[src/rtl/pipeline_hazard_controller.sv]
// pipeline_hazard_controller: stall/flush/PC-select sequencer for a 5-stage MIPS pipeline.
// Priority is memory wait > taken branch > load-use > jump. Counters and MemError are registered.
module pipeline_hazard_controller #(
    parameter int COUNT_W     = 16,
    parameter int MEM_TIMEOUT = 64
) (
    input  logic               Clk,
    input  logic               Reset,
    input  logic               IDEX_MemRead,
    input  logic [4:0]         IDEX_Rt,
    input  logic [4:0]         IFID_Rs,
    input  logic [4:0]         IFID_Rt,
    input  logic               IFID_UsesRt,
    input  logic               ID_Jump,
    input  logic               EXMEM_Branch,
    input  logic               EXMEM_Taken,
    input  logic               DMemReq,
    input  logic               DMemReady,
    output logic               PCWrite,
    output logic               IFID_Write,
    output logic               IFID_Flush,
    output logic               IDEX_Write,
    output logic               IDEX_Bubble,
    output logic               EXMEM_Write,
    output logic               EXMEM_Flush,
    output logic               MEMWB_Bubble,
    output logic [1:0]         PCSrc,
    output logic [COUNT_W-1:0] StallCycles,
    output logic [COUNT_W-1:0] FlushEvents,
    output logic               MemError
);
    localparam int CW = $clog2(MEM_TIMEOUT + 1);
    typedef enum logic {RUN, MEM_WAIT} state_t;
    state_t        state;
    logic [CW-1:0] wait_cnt, wait_nxt;
    logic          freeze, branch, load_use, jump;
    always_comb begin
        freeze   = (state == RUN) ? (DMemReq & ~DMemReady) : ~DMemReady;
        branch   = ~freeze & EXMEM_Branch & EXMEM_Taken;
        load_use = ~freeze & ~branch & IDEX_MemRead & (IDEX_Rt != 5'd0) &
                   ((IDEX_Rt == IFID_Rs) | (IFID_UsesRt & (IDEX_Rt == IFID_Rt)));
        jump     = ~freeze & ~branch & ~load_use & ID_Jump;
        PCWrite      = ~Reset & ~freeze & ~load_use;
        IFID_Write   = ~Reset & ~freeze & ~load_use;
        IFID_Flush   = Reset | branch | jump;
        IDEX_Write   = ~Reset & ~freeze;
        IDEX_Bubble  = Reset | branch | load_use;
        EXMEM_Write  = ~Reset & ~freeze;
        EXMEM_Flush  = Reset | branch;
        MEMWB_Bubble = Reset | freeze;
        PCSrc        = Reset ? 2'd0 : branch ? 2'd1 : jump ? 2'd2 : 2'd0;
        // The wait counter parks at MEM_TIMEOUT so it cannot wrap while stuck.
        wait_nxt = !freeze ? '0 :
                   (state == RUN) ? CW'(1) :
                   (wait_cnt == CW'(MEM_TIMEOUT)) ? wait_cnt : wait_cnt + CW'(1);
    end
    always_ff @(posedge Clk) begin
        if (Reset) begin
            state       <= RUN;
            wait_cnt    <= '0;
            StallCycles <= '0;
            FlushEvents <= '0;
            MemError    <= 1'b0;
        end else begin
            state    <= freeze ? MEM_WAIT : RUN;
            wait_cnt <= wait_nxt;
            MemError <= MemError | (freeze & (wait_nxt == CW'(MEM_TIMEOUT)));
            if (!PCWrite && StallCycles != '1)
                StallCycles <= StallCycles + COUNT_W'(1);
            if ((branch | jump) && FlushEvents != '1)
                FlushEvents <= FlushEvents + COUNT_W'(1);
        end
    end
endmodule
[config.mk]
export PLATFORM = sky130hd
export DESIGN_NAME = pipeline_hazard_controller
export DESIGN_NICKNAME = d
export VERILOG_FILES = /design/src/rtl/pipeline_hazard_controller.sv
export SDC_FILE = /design/constraint.sdc
export NUM_CORES = 1
export LEC_CHECK = 0
export BUFFER_PORTS_ARGS = -buffer_cell sky130_fd_sc_hd__clkbuf_2
export CORE_ASPECT_RATIO = 0.9
export CORE_MARGIN = 2
export CORE_UTILIZATION = 47
export CTS_CLUSTER_DIAMETER = 80
export DETAILED_ROUTE_END_ITERATION = 12
export GPL_TIMING_DRIVEN = 1
export PLACE_DENSITY = 0.76
export REMOVE_ABC_BUFFERS = 1
export SETUP_SLACK_MARGIN = 0.02
export SYNTH_ARGS = -nofsm -noshare
export SYNTH_HDL_FRONTEND = slang
export SYNTH_SLANG_ARGS = --single-unit
[constraint.sdc]
create_clock -name Clk -period 2.1 [get_ports Clk]
set_input_delay 0.105 -clock Clk [delete_from_list [all_inputs] [get_ports Clk]]
set_output_delay 0.105 -clock Clk [all_outputs]
set_load 0.02 [all_outputs]
### After elaboration in Yosys (flattened, before gate mapping)

Cells that the tools add are included.
Widths: inputs -> output; s select.

| cells by class | value |
|---|---|
| add/sub/neg operators | 3 |
| equal/unequal tests | 6 |
| mux-type cells | 8 |
| bitwise operators | 25 |
| reduce and logical (&&, ||, !) cells | 4 |

Operator list:

| kind | count |
|---|---|
| $add 16x1->16 const B | 2 |
| $ne 16x16->1 const B | 2 |
| $mux 7 | 3 |
| $eq 7x7->1 const B | 2 |
| $and 1x1->1 | 13 |
| $eq 5x5->1 | 2 |
| $add 7x1->7 const B | 1 |
| $or 1x1->1 | 7 |
| $mux 2 | 3 |
| $not 1->1 | 5 |
| $reduce_bool 5->1 | 1 |
| $logic_and 1x1->1 | 2 |
| $mux 1 | 2 |
| $logic_not 1->1 | 1 |

| storage, ports and cells | value |
|---|---|
| flip-flop bits (word level) | 41 |
| input port bits | 24 |
| output and inout bits | 43 |
| logic and storage cells | 51 |

### Depth between registers and ports, before layout

| depth | value |
|---|---|
| word-level depth | 17 |
| depth in mapped cells | 9 |
| mapped depth without buffers | 7 |

### Worst setup path before layout

OpenSTA, ideal clock, no wires.

| timing | value |
|---|---|
| path kind | register -> register |
| start point | register FlushEvents[9] |
| end point | register FlushEvents[14] |
| setup time | 0.121 ns |
| data arrival time | 2.112 ns |
| data required time | 1.979 ns |
| setup slack | -0.133 ns |
| cell stages (with the launch flop) | 6 |
| buffers on the path | 0 |
| clock period less this slack | 2.233 ns |
| cells stage by stage | dfxtp_1 > nand4_1 > or4_1 > or3_1 > o311ai_0 > mux2_2 |

| on the way | value |
|---|---|
| cells in the longest elaborated chain, start to end | 2 |
| elaborated cells between the ends (all ways) | 3 |
| classes of those cells | 1 x add/sub; 1 x eq/ne; 1 x reduce/logical |

Ends and longest elaborated chain:

| element | line | source |
|---|---|---|
| from (decl) | 29 | `output logic [COUNT_W-1:0] FlushEvents,` |
| from (signal assigned) | 71 | `FlushEvents <= FlushEvents + COUNT_W'(1);` |
| branches (longest 2 deep; another with $add 16x1->16) | - |  |

Parallel ways; which one is timed is not known.
A chain may end at the register's enable or synchronous reset.

### Worst setup path after layout

| timing | value |
|---|---|
| start point | register FlushEvents[5] |
| end point | register FlushEvents[14] |

Same word-level chain as after synthesis.

==> results by group <==
Status
  • Status: completed

Worst setup path
  • CP Capture Type: register
  • Worst setup SP type: register
  • Worst-path fanout max: 4
  • WP data arrival: between 2000 and 2500 ps
  • Req. time, crit path: 2280 ps
  • Critical path class: register to register

Place
  • # port buffers: 66
  • HPWL after detailed placement: 4420 µm
  • Gpl congestion: 0.877
  • Setup WS pre-CTS: 95.9 ps

Route
  • Routed vias/inst: 5.45
  • Total wire length: between 5000 and 6000 µm
  • M1 WL: 2840 µm
  • DR WL met3: ~310 µm
  • First-iteration detailed-routing DRC count: 86
  • Wire length on met2: approximately 2800 µm
  • Router iterations before antenna repair: 4
  • Via count: 2453
  • Antenna Violating Nets Remaining: 0
  • Uppermost layer routed: met4
  • Remaining DRCs: 0
  • Routed WL per cell: 13.3 µm

Synth
  • Area leader, netlist: dfxtp_1
  • Most frequent cells after synthesis: dfxtp_1 (41), nor2_1 (33), a21oi_1 (27)
  • Asr flop ratio synth: 0
  • Synthesized instance count: just under 300
  • Leading register cell type out of synthesis: dfxtp_1
  • Top post-synthesis cells by area: dfxtp_1 (35%), a21oi_1 (5.7%), nor2_1 (5.2%)
  • Yosys reg bits: between 40 and 50
  • Syn Area/Cell: 8.08 µm²
  • Cell variety after synth: between 50 and 60
  • Share of the synthesized area in the top cell type: 0.347
  • Post-synth EDFFs: 0
  • Synth Cell Area: 2370 µm²
  • Top-count cell post-synth: dfxtp_1
  • Seq/Total Area, Yosys: 0.347
  • Synth warnings: 0

Global route
  • Vias in the first global route: about 2200
  • Gr usage total: 0.209
  • First-pass GRT wire length: 9550 µm
  • Initial antenna violation count: 0
  • Largest net degree at the start of global routing: between 40 and 50
  • GR Overflow Total: 0

Clocking
  • Sink Count: 41
  • Clock Pin Slew Worst Setup and Hold Paths: 80 ps
  • Clk_lat worst skew: 290 ps
  • TritonCTS Buffers: 5
  • Max Buffers Root-to-Sink: 2
  • Cts hold-fix bufs: 0
  • Clk root buf: clkbuf_8
  • CTS tree: yes
  • CTS H-Tree Depth: 2

Timing
  • Final Max Slew Viols: 0
  • Final worst slack: 49.3 ps
  • Slew @ Worst Pin: 442 ps
  • Clk_skew: 4.96 ps
  • Min Clock Period, post-route: 2050 ps
  • Fmax: 488 MHz
  • Max-slew headroom: 0.703
  • Final setup fails: 0
  • Tcrit/Tclk final: 0.977
  • Post-route setup TNS: 0 ps
  • Hold Vio Cnt, Final: 0

Die
  • Die height: 71.3 µm
  • Row count: 24
  • Initial Utilization: 0.489
  • Core box area: between 4000 and 5000 µm²
  • Die area: 5620 µm²
  • Chip Width: slightly below 80 µm
  • IO Pins: 67

Pwr
  • Sequential share of power: 0.480
  • Worst vdd ir: about 0.00038 V
  • Clock share of power: 0.368
  • Net switching power: around 420 µW
  • Combinational share of power: 0.152
  • Net Sw Frac: 0.255
  • Pwr Density: 540 nW/µm²
  • Cell Int Power: 1.24 mW
  • Pleak: ~1.2 nW

Layout
  • N_diodes: 0
  • Fraction of layout cells with a size suffix above 1: 0.330
  • Layout Nets: about 410
  • Syn-to-layout area delta: 30.3%
  • # fillers: 419

Hold path
  • Worst hold path class: input pin to register

Run
  • Max_cap viols: 0
==> state kept, by name, summed over array words and instances (netlist names) <==
signal       count
StallCycles     16
MemError         1
FlushEvents     16
wait_cnt         7
state            1
==> worst paths after layout <==
check	start	endpoint	slack, ps	cells after the start
worst max register to register	FlushEvents[5]$_SDFFE_PP0P_	FlushEvents[14]$_SDFFE_PP0P_	50	5
worst max-delay path	FlushEvents[5]$_SDFFE_PP0P_	FlushEvents[14]$_SDFFE_PP0P_	50	5
worst min-delay path	Reset	StallCycles[12]$_SDFFE_PP0P_	130	3
worst min register to register	MemError$_SDFF_PP0_	MemError$_SDFF_PP0_	480	2
==> through the flow <==
step	hold WS, ps	utilization	power [mW]	instances	area [µm²]
after CTS	129	0.629	1.68	448	3040
after detailed placement	437	0.608	1.07	441	2940
after global placement	422	0.608	1.06	441	2940
final	133	0.638	1.66	450	3080
after floorplan	174	-	0.953	283	2310
after global routing	147	0.638	1.74	450	3080
==> timing repair <==
item                       4_1_cts  5_1_grt
setup buffers                    0        2
gates resized for setup          0        7
setup endpoints to repair        0       11
==> power groups by stage <==
stage / Combinational, mW / Clock (mW) / Sequential (mW)
after floorplan: 0.117 / 0 / 0.836
after global placement: 0.246 / 0 / 0.816
after detailed placement: 0.250 / 0 / 0.817
after CTS: 0.251 / 0.630 / 0.799
after global routing: 0.276 / 0.661 / 0.801
final: 0.252 / 0.613 / 0.800
==> logic make-up (layout without fill, tap and decap cells) <==
family | Yosys count | after routing | share of synthesized area
flops | 41 | 41 | 0.347
compound gates | 68 | 68 | 0.207
fa+ha+maj | 4 | 4 | 0.0212
buf+inv | 28 | 120 | 0.0513
simple gates | 129 | 129 | 0.283
mux | 6 | 6 | 0.0275
xor+xnor | 17 | 17 | 0.0629
==> layer usage <==
layer	GRT usage	up-vias
li1	-	1238
met2	0.338	62
met3	0.0504	9
met1	0.273	1144
met4	0.0721	0
met5	0	-
==> worst max-delay path, stage by stage (launching register included) <==
cell and delay (ps):
dfxtp_1 350, nand4_1 220, or4_4 540, or3_1 350, o311ai_0 110, mux2_2 370
==> area by class of cell <==
type | count | area, µm² | share of cell area
multi-input combinational | 224 | 1450 | 0.470
timing repair buffer | 95 | 561 | 0.182
clock inverter | 2 | 35.0 | 0.0114
inverter | 18 | 67.6 | 0.0219
tap | 65 | 81.3 | 0.0264
clock buffer | 5 | 68.8 | 0.0223
sequential | 41 | 822 | 0.267
==> cell usage in the layout (no fill, tap or decap), types with 3 or more instances in the layout <==
master | synthesis | routed
clkbuf_2 | 0 | 66
nand2_1 | 17 | 17
mux2_2 | 3 | 3
a21o_1 | 5 | 5
xnor2_1 | 14 | 14
nor2_1 | 33 | 32
inv_1 | 18 | 18
or4_1 | 8 | 7
and3_1 | 3 | 3
or3_1 | 9 | 9
a21oi_1 | 27 | 27
nor2b_1 | 5 | 5
and2_1 | 3 | 3
nor3_1 | 6 | 6
buf_4 | 4 | 28
clkbuf_8 | 0 | 5
nand3_1 | 20 | 19
dfxtp_1 | 41 | 40
o31ai_1 | 7 | 7
nand4_1 | 12 | 12
ha_1 | 4 | 4
o21ai_0 | 8 | 8
or2_2 | 4 | 3
xor2_1 | 3 | 3
(Power assumes the default switching activity.)
